--- src/rtl/sweep_pkg.sv ---
`default_nettype none
// ============================================================================
// Module      : sweep_pkg
// Description : Shared state encoding and default widths for the sweep
//               peak controller.
// Revision    : 1.0 - initial release
// ============================================================================
package sweep_pkg;

    localparam int unsigned c_fw_default = 16;
    localparam int unsigned c_aw_default = 12;

    typedef enum logic [2:0] {
        S_IDLE   = 3'd0,
        S_LOAD   = 3'd1,
        S_SETTLE = 3'd2,
        S_ACQ    = 3'd3,
        S_EVAL   = 3'd4,
        S_FIN    = 3'd5
    } state_t;

endpackage
`default_nettype wire

--- src/rtl/avg_acc.sv ---
`default_nettype none
// ============================================================================
// Module      : avg_acc
// Description : Sums 2^NAVG_LOG2 samples; cnt_done flags the final sample.
// Revision    : 1.0 - initial release
// ============================================================================
module avg_acc
    import sweep_pkg::*;
#(
    parameter int unsigned AW        = c_aw_default,
    parameter int unsigned NAVG_LOG2 = 2
) (
    input  logic                    clk,
    input  logic                    rst,
    input  logic                    clr,
    input  logic                    en,
    input  logic [AW-1:0]           din,
    output logic [AW+NAVG_LOG2-1:0] sum,
    output logic                    cnt_done
);

    localparam int unsigned c_sw   = AW + NAVG_LOG2;
    localparam int unsigned c_cw   = NAVG_LOG2 + 1;
    localparam int unsigned c_last = (1 << NAVG_LOG2) - 1;

    logic [c_cw-1:0] r_cnt;

    always_ff @(posedge clk or posedge rst) begin
        if (rst) begin
            sum   <= '0;
            r_cnt <= '0;
        end else if (clr) begin
            sum   <= '0;
            r_cnt <= '0;
        end else if (en) begin
            sum   <= sum + c_sw'(din);
            r_cnt <= r_cnt + 1'b1;
        end
    end

    // Asserted in the same cycle as the last accepted sample
    assign cnt_done = en && (r_cnt == c_cw'(c_last));

endmodule
`default_nettype wire

--- src/rtl/sweep_peak_ctrl.sv ---
`default_nettype none
// ============================================================================
// Module      : sweep_peak_ctrl
// Description : Steps a frequency code across a range, averages the ADC
//               magnitude at each point and tracks the peak.
// Revision    : 1.0 - initial release
// ============================================================================
module sweep_peak_ctrl
    import sweep_pkg::*;
#(
    parameter int unsigned FW        = c_fw_default,
    parameter int unsigned AW        = c_aw_default,
    parameter int unsigned SETTLE    = 64,
    parameter int unsigned NAVG_LOG2 = 2
) (
    input  logic          clk,
    input  logic          rst,
    input  logic          start,
    input  logic          abort,
    input  logic [FW-1:0] f_start,
    input  logic [FW-1:0] f_stop,
    input  logic [FW-1:0] f_step,
    input  logic          adc_valid,
    input  logic [AW-1:0] adc_data,
    output logic [FW-1:0] freq_code,
    output logic          freq_load,
    output logic          busy,
    output logic          done,
    output logic          err,
    output logic [FW-1:0] peak_code,
    output logic [AW-1:0] peak_mag
);

    localparam logic [15:0] c_settle_last = 16'(SETTLE - 1);

    state_t                  r_state;
    logic [FW-1:0]           r_cur;
    logic [FW-1:0]           r_stop;
    logic [FW-1:0]           r_step;
    logic [15:0]             r_settle;
    logic                    r_first;

    logic                    w_acc_clr;
    logic                    w_acc_en;
    logic [AW+NAVG_LOG2-1:0] w_sum;
    logic                    w_cnt_done;
    logic [AW-1:0]           w_avg;
    logic [FW:0]             w_next;
    logic                    w_active;
    logic                    w_bounds_ok;

    assign w_acc_clr   = (r_state == S_LOAD);
    assign w_acc_en    = (r_state == S_ACQ) && adc_valid;
    assign w_avg       = AW'(w_sum >> NAVG_LOG2);
    assign w_next      = {1'b0, r_cur} + {1'b0, r_step};
    assign w_active    = (r_state != S_IDLE) && (r_state != S_FIN);
    assign w_bounds_ok = (f_step != '0) && (f_start <= f_stop);

    avg_acc #(
        .AW        (AW),
        .NAVG_LOG2 (NAVG_LOG2)
    ) u_avg_acc (
        .clk      (clk),
        .rst      (rst),
        .clr      (w_acc_clr),
        .en       (w_acc_en),
        .din      (adc_data),
        .sum      (w_sum),
        .cnt_done (w_cnt_done)
    );

    always_ff @(posedge clk or posedge rst) begin
        if (rst) begin
            r_state   <= S_IDLE;
            r_cur     <= '0;
            r_stop    <= '0;
            r_step    <= '0;
            r_settle  <= '0;
            r_first   <= 1'b0;
            freq_code <= '0;
            freq_load <= 1'b0;
            busy      <= 1'b0;
            done      <= 1'b0;
            err       <= 1'b0;
            peak_code <= '0;
            peak_mag  <= '0;
        end else begin
            freq_load <= 1'b0;
            done      <= 1'b0;
            if (w_active && abort) begin
                r_state <= S_FIN;
                err     <= 1'b1;
                busy    <= 1'b0;
            end else begin
                case (r_state)
                    S_IDLE: begin
                        if (start) begin
                            if (w_bounds_ok) begin
                                r_cur     <= f_start;
                                r_stop    <= f_stop;
                                r_step    <= f_step;
                                r_first   <= 1'b1;
                                err       <= 1'b0;
                                peak_code <= '0;
                                peak_mag  <= '0;
                                busy      <= 1'b1;
                                r_state   <= S_LOAD;
                            end else begin
                                err     <= 1'b1;
                                r_state <= S_FIN;
                            end
                        end
                    end
                    S_LOAD: begin
                        freq_code <= r_cur;
                        freq_load <= 1'b1;
                        r_settle  <= '0;
                        r_state   <= S_SETTLE;
                    end
                    S_SETTLE: begin
                        if (r_settle == c_settle_last) begin
                            r_state <= S_ACQ;
                        end else begin
                            r_settle <= r_settle + 16'd1;
                        end
                    end
                    S_ACQ: begin
                        if (w_cnt_done) begin
                            r_state <= S_EVAL;
                        end
                    end
                    S_EVAL: begin
                        // Strict compare on an ascending sweep keeps the lowest code on ties
                        if (r_first || (w_avg > peak_mag)) begin
                            peak_mag  <= w_avg;
                            peak_code <= r_cur;
                        end
                        r_first <= 1'b0;
                        if (w_next[FW] || (w_next > {1'b0, r_stop})) begin
                            busy    <= 1'b0;
                            r_state <= S_FIN;
                        end else begin
                            r_cur   <= w_next[FW-1:0];
                            r_state <= S_LOAD;
                        end
                    end
                    S_FIN: begin
                        done    <= 1'b1;
                        busy    <= 1'b0;
                        r_state <= S_IDLE;
                    end
                    default: begin
                        busy    <= 1'b0;
                        r_state <= S_IDLE;
                    end
                endcase
            end
        end
    end

endmodule
`default_nettype wire

--- config.mk ---
export PLATFORM = sky130hd
export DESIGN_NAME = sweep_peak_ctrl
export DESIGN_NICKNAME = d
export VERILOG_FILES = /design/src/rtl/sweep_pkg.sv /design/src/rtl/avg_acc.sv /design/src/rtl/sweep_peak_ctrl.sv
export SDC_FILE = /design/constraint.sdc
export NUM_CORES = 1
export LEC_CHECK = 0
export ABC_CLOCK_PERIOD_IN_PS = 13200
export CAP_MARGIN = 40
export CORE_ASPECT_RATIO = 0.75
export CORE_MARGIN = 1.5
export CORE_UTILIZATION = 50
export CTS_BUF_LIST = sky130_fd_sc_hd__clkbuf_4 sky130_fd_sc_hd__clkbuf_8 sky130_fd_sc_hd__clkbuf_16
export CTS_CLUSTER_DIAMETER = 60
export DETAILED_ROUTE_END_ITERATION = 8
export GPL_ROUTABILITY_DRIVEN = 0
export PLACE_DENSITY = 0.74
export SLEW_MARGIN = 15
export SYNTH_ARGS = -nofsm -noshare
export SYNTH_HDL_FRONTEND = slang
export SYNTH_SLANG_ARGS = --single-unit
export TNS_END_PERCENT = 50
--- constraint.sdc ---
create_clock -name clk -period 13.2 [get_ports clk]
set_clock_uncertainty 0.15 [all_clocks]
set_input_delay 2.64 -clock clk [delete_from_list [all_inputs] [get_ports clk]]
set_output_delay 2.64 -clock clk [all_outputs]
set_load 0.02 [all_outputs]
==> flow_summary.yaml <==
route:
  detail-route-antenna-nets: 0
  postRouteWirelength_um: 19200
  route.detailed.wl_per_inst_um: 16.9
  detail_route.iter0.violations: 364
  post-route-drc-count: 0
  post_drt_via_cell_ratio: 5.63
  detailroute.via_count: 6397
  drtPass1Iterations: 5
critical_path:
  cp_data_required_time_ns: 13.37
  cp_data_arrival_time_ns: 5.38
  reg2reg_setup_slack_ns: 8.09
  critPathKind: "input pin to flip-flop"
  worst_setup_path_end_kind: "flip-flop"
  cp_slowest_cell: "clkdlybuf4s50_1"
  critical_path.startpoint_type: "input pin"
  worst_path_largest_cell_delay_ns: 0.48
  cp_cell_sequence: "clkdlybuf4s50_1 > ha_1 > or3_1 > o211ai_1 > o221a_2 > o2111a_2 > buf_4 > buf_16 > mux2_2"
  critPathMaxFanout: 63
clocking:
  cts_inserted_buffers: 17
  cts.repair_timing.setup_buffer_count: 0
  cts_tree: "done"
  clock_sinks: 133
  cts_resized: 0
  clock_insertion_delay_worst_skew_ns: 0.43
  clk_pin_slew_ns: 0.06
  htree_num_levels: 4
  cts-root-to-sink-buffers: 2
  cts-root-buf: "clkbuf_16"
  cts-hold-fix-buffers: 0
logic_synthesis:
  synth_cell_count_leaders: "dfrtp_1, nand2_1, ha_1"
  avgSynthCellArea_um2: 9.73
  syn_nets: 952
  share_of_synthesized_flip_flops_with_an_asynchronous_set_or_reset: 1.00
  synth.area.top_cells: "dfrtp_1, ha_1, mux2_2"
  post-synth-top-count-cell: "dfrtp_1"
  synth_enable_flop_cells: 0
  yosysSeqAreaShare: 0.422
  yosys.area.top_type: "dfrtp_1"
  synth_warnings: 0
  syn_inst: 810
  synth_ff_type: "dfrtp_1"
  synth_seq_cells: 133
  synth_area_mm2: 0.00788
  synth_top_area_frac: 0.422
  synth.lib_cells_used.distinct: 59
timing:
  timing.final.crit_share: 0.395
  final_max_slew_viol_count: 0
  timing.final.setup_violations: 0
  hold_slack_ns: 0.339
  total_negative_slack_ns: 0
  unrepaired_setup_endpoints_after_global_routing: "false"
  fmax_ghz: 0.192
  final-hold-violation-count: 0
  timing.max_slew.rel_slack: 0.556
  worst_pin_slew_ns: 0.667
  timing.final.ws_setup_ns: 7.99
  timing.final.crit_period_ns: 5.21
min_path:
  hp-class: "flip-flop to flip-flop"
status:
  outcome: "complete, no violations"
place:
  place.port_buffers: 112
  place_worst_setup_slack_ns: 7.58
  hpwlAfterDp_um: 14300
finish:
  layout.nets: 1061
  area_delta_synth_final_pct: 24.6
  antenna_cells: 0
  fill_cells: 1275
  final_layout_size_suffix_gt1_frac: 0.0998
  final_util: 0.641
run:
  max_cap_viol_count: 0
floorplanning:
  core.rowCount: 39
  start_util: 0.515
  core_region_area_mm2: 0.0153
  design.portCount: 113
  dieHeight_um: 112
  floorplan.die_area_mm2: 0.0165
  die_width_um: 148
global_route:
  grtUsageTotal: 0.244
  grt_pass1_vias: 5935
  grt_start_max_net_pins: 64
  grt-ovfl-total: 0
  grt_first_pass_wirelength_um: 31300
  initial_antenna_violation_count: 0
power:
  total_power_mw: 2.61
  vdd_ir_drop_max_uv: 134
  cellLeakagePower_nw: 4.32
  p_per_area_mw_per_mm2: 266
[final timing paths]
path / depth (start not counted) / from / end
max in group asynchronous: 4 / rst / r_stop[1]
min: 2 / u_avg_acc.r_cnt[2] / u_avg_acc.r_cnt[2]
max reg2reg: 16 / r_cur[0] / r_cur[13]
min reg2reg: 2 / u_avg_acc.r_cnt[2] / u_avg_acc.r_cnt[2]
max: 9 / f_start[12] / r_step[9]
min in group asynchronous: 2 / rst / r_settle[12]
[through the flow]
step                cell area (µm²)  std cells
finish                         9830       1137
global route                   9830       1137
CTS                            9830       1137
detailed placement             9240       1105
global placement               9160       1101
floorplan                      7880        810
[critical path, delay by kind of cell]
family,cells,cell delay [ns]
compound gates,3,0.52
fa+ha+maj,1,0.34
buf+inv,3,1.11
mux,1,0.37
simple gates,1,0.37
[cells by family (layout without fill, tap and decap cells)]
| group | Yosys count | count (layout) | share of synthesized area |
|---|---|---|---|
| buffers and inverters | 92 | 214 | 0.0470 |
| AOI/OAI and AO/OA | 190 | 190 | 0.159 |
| xor gates and xnor gates | 33 | 33 | 0.0367 |
| muxes | 38 | 38 | 0.0540 |
| adders and majority gates | 77 | 77 | 0.124 |
| and+or+nand+nor | 247 | 247 | 0.157 |
| DFF | 133 | 133 | 0.422 |
[state kept, by name (all words and copies together) (netlist names), 12 cells and up]
name           count
r_step            16
r_cur             16
r_stop            16
freq_code         16
r_settle          16
peak_mag          12
u_avg_acc.sum     14
peak_code         16
[power breakdown]
| part | switching, mW | internal, mW | total (mW) | leakage [nW] |
|---|---|---|---|---|
| sequential | 0.139 | 0.568 | 0.708 | 1.68 |
| clock | 0.189 | 0.276 | 0.466 | 0.284 |
| combinational | 0.785 | 0.652 | 1.44 | 2.35 |
| total | 1.11 | 1.50 | 2.61 | 4.32 |
[final cells by class]
cell class	instances	area, µm²	share of cell area
clock buffers	20	467	0.0475
inverters	63	239	0.0243
well taps	205	256	0.0261
multi-input cells	585	4190	0.427
clock inverters	12	116	0.0118
flip-flops and latches	133	3330	0.339
repair buffers	119	1230	0.125
[layer usage]
metal / global-route usage / vias to the layer above / share of wire
met5: 0 / - / 0
met4: 0.0548 / 0 / 0.0098
li1: - / 3107 / -
met3: 0.0607 / 22 / 0.060
met2: 0.331 / 168 / 0.41
met1: 0.388 / 3100 / 0.52
[cells in the final DEF, fill, tap and decap left out, drive strengths merged, types with 4 or more instances in the layout]
cell type      netlist  layout
dfrtp              133     133
clkdlybuf4s50        0     112
nand2               80      80
ha                  75      75
o21ai               69      69
inv                 63      68
nor2                41      41
mux2                36      36
a21oi               34      34
nand2b              32      32
clkbuf              18      20
xnor2               19      19
nor3                17      17
xor2                14      14
nand3               14      14
nand4               13      13
o31ai               13      13
o221a               13      13
a21o                11      11
nor2b                9       9
and3                 9       9
or3                  9       9
o21a                 9       9
nor4                 8       8
buf                 11       7
and2                 6       6
o211ai               6       6
a211oi               4       4
a31oi                4       4
clkinv               0       4
Note: power is estimated with default switching activity, not from simulation.
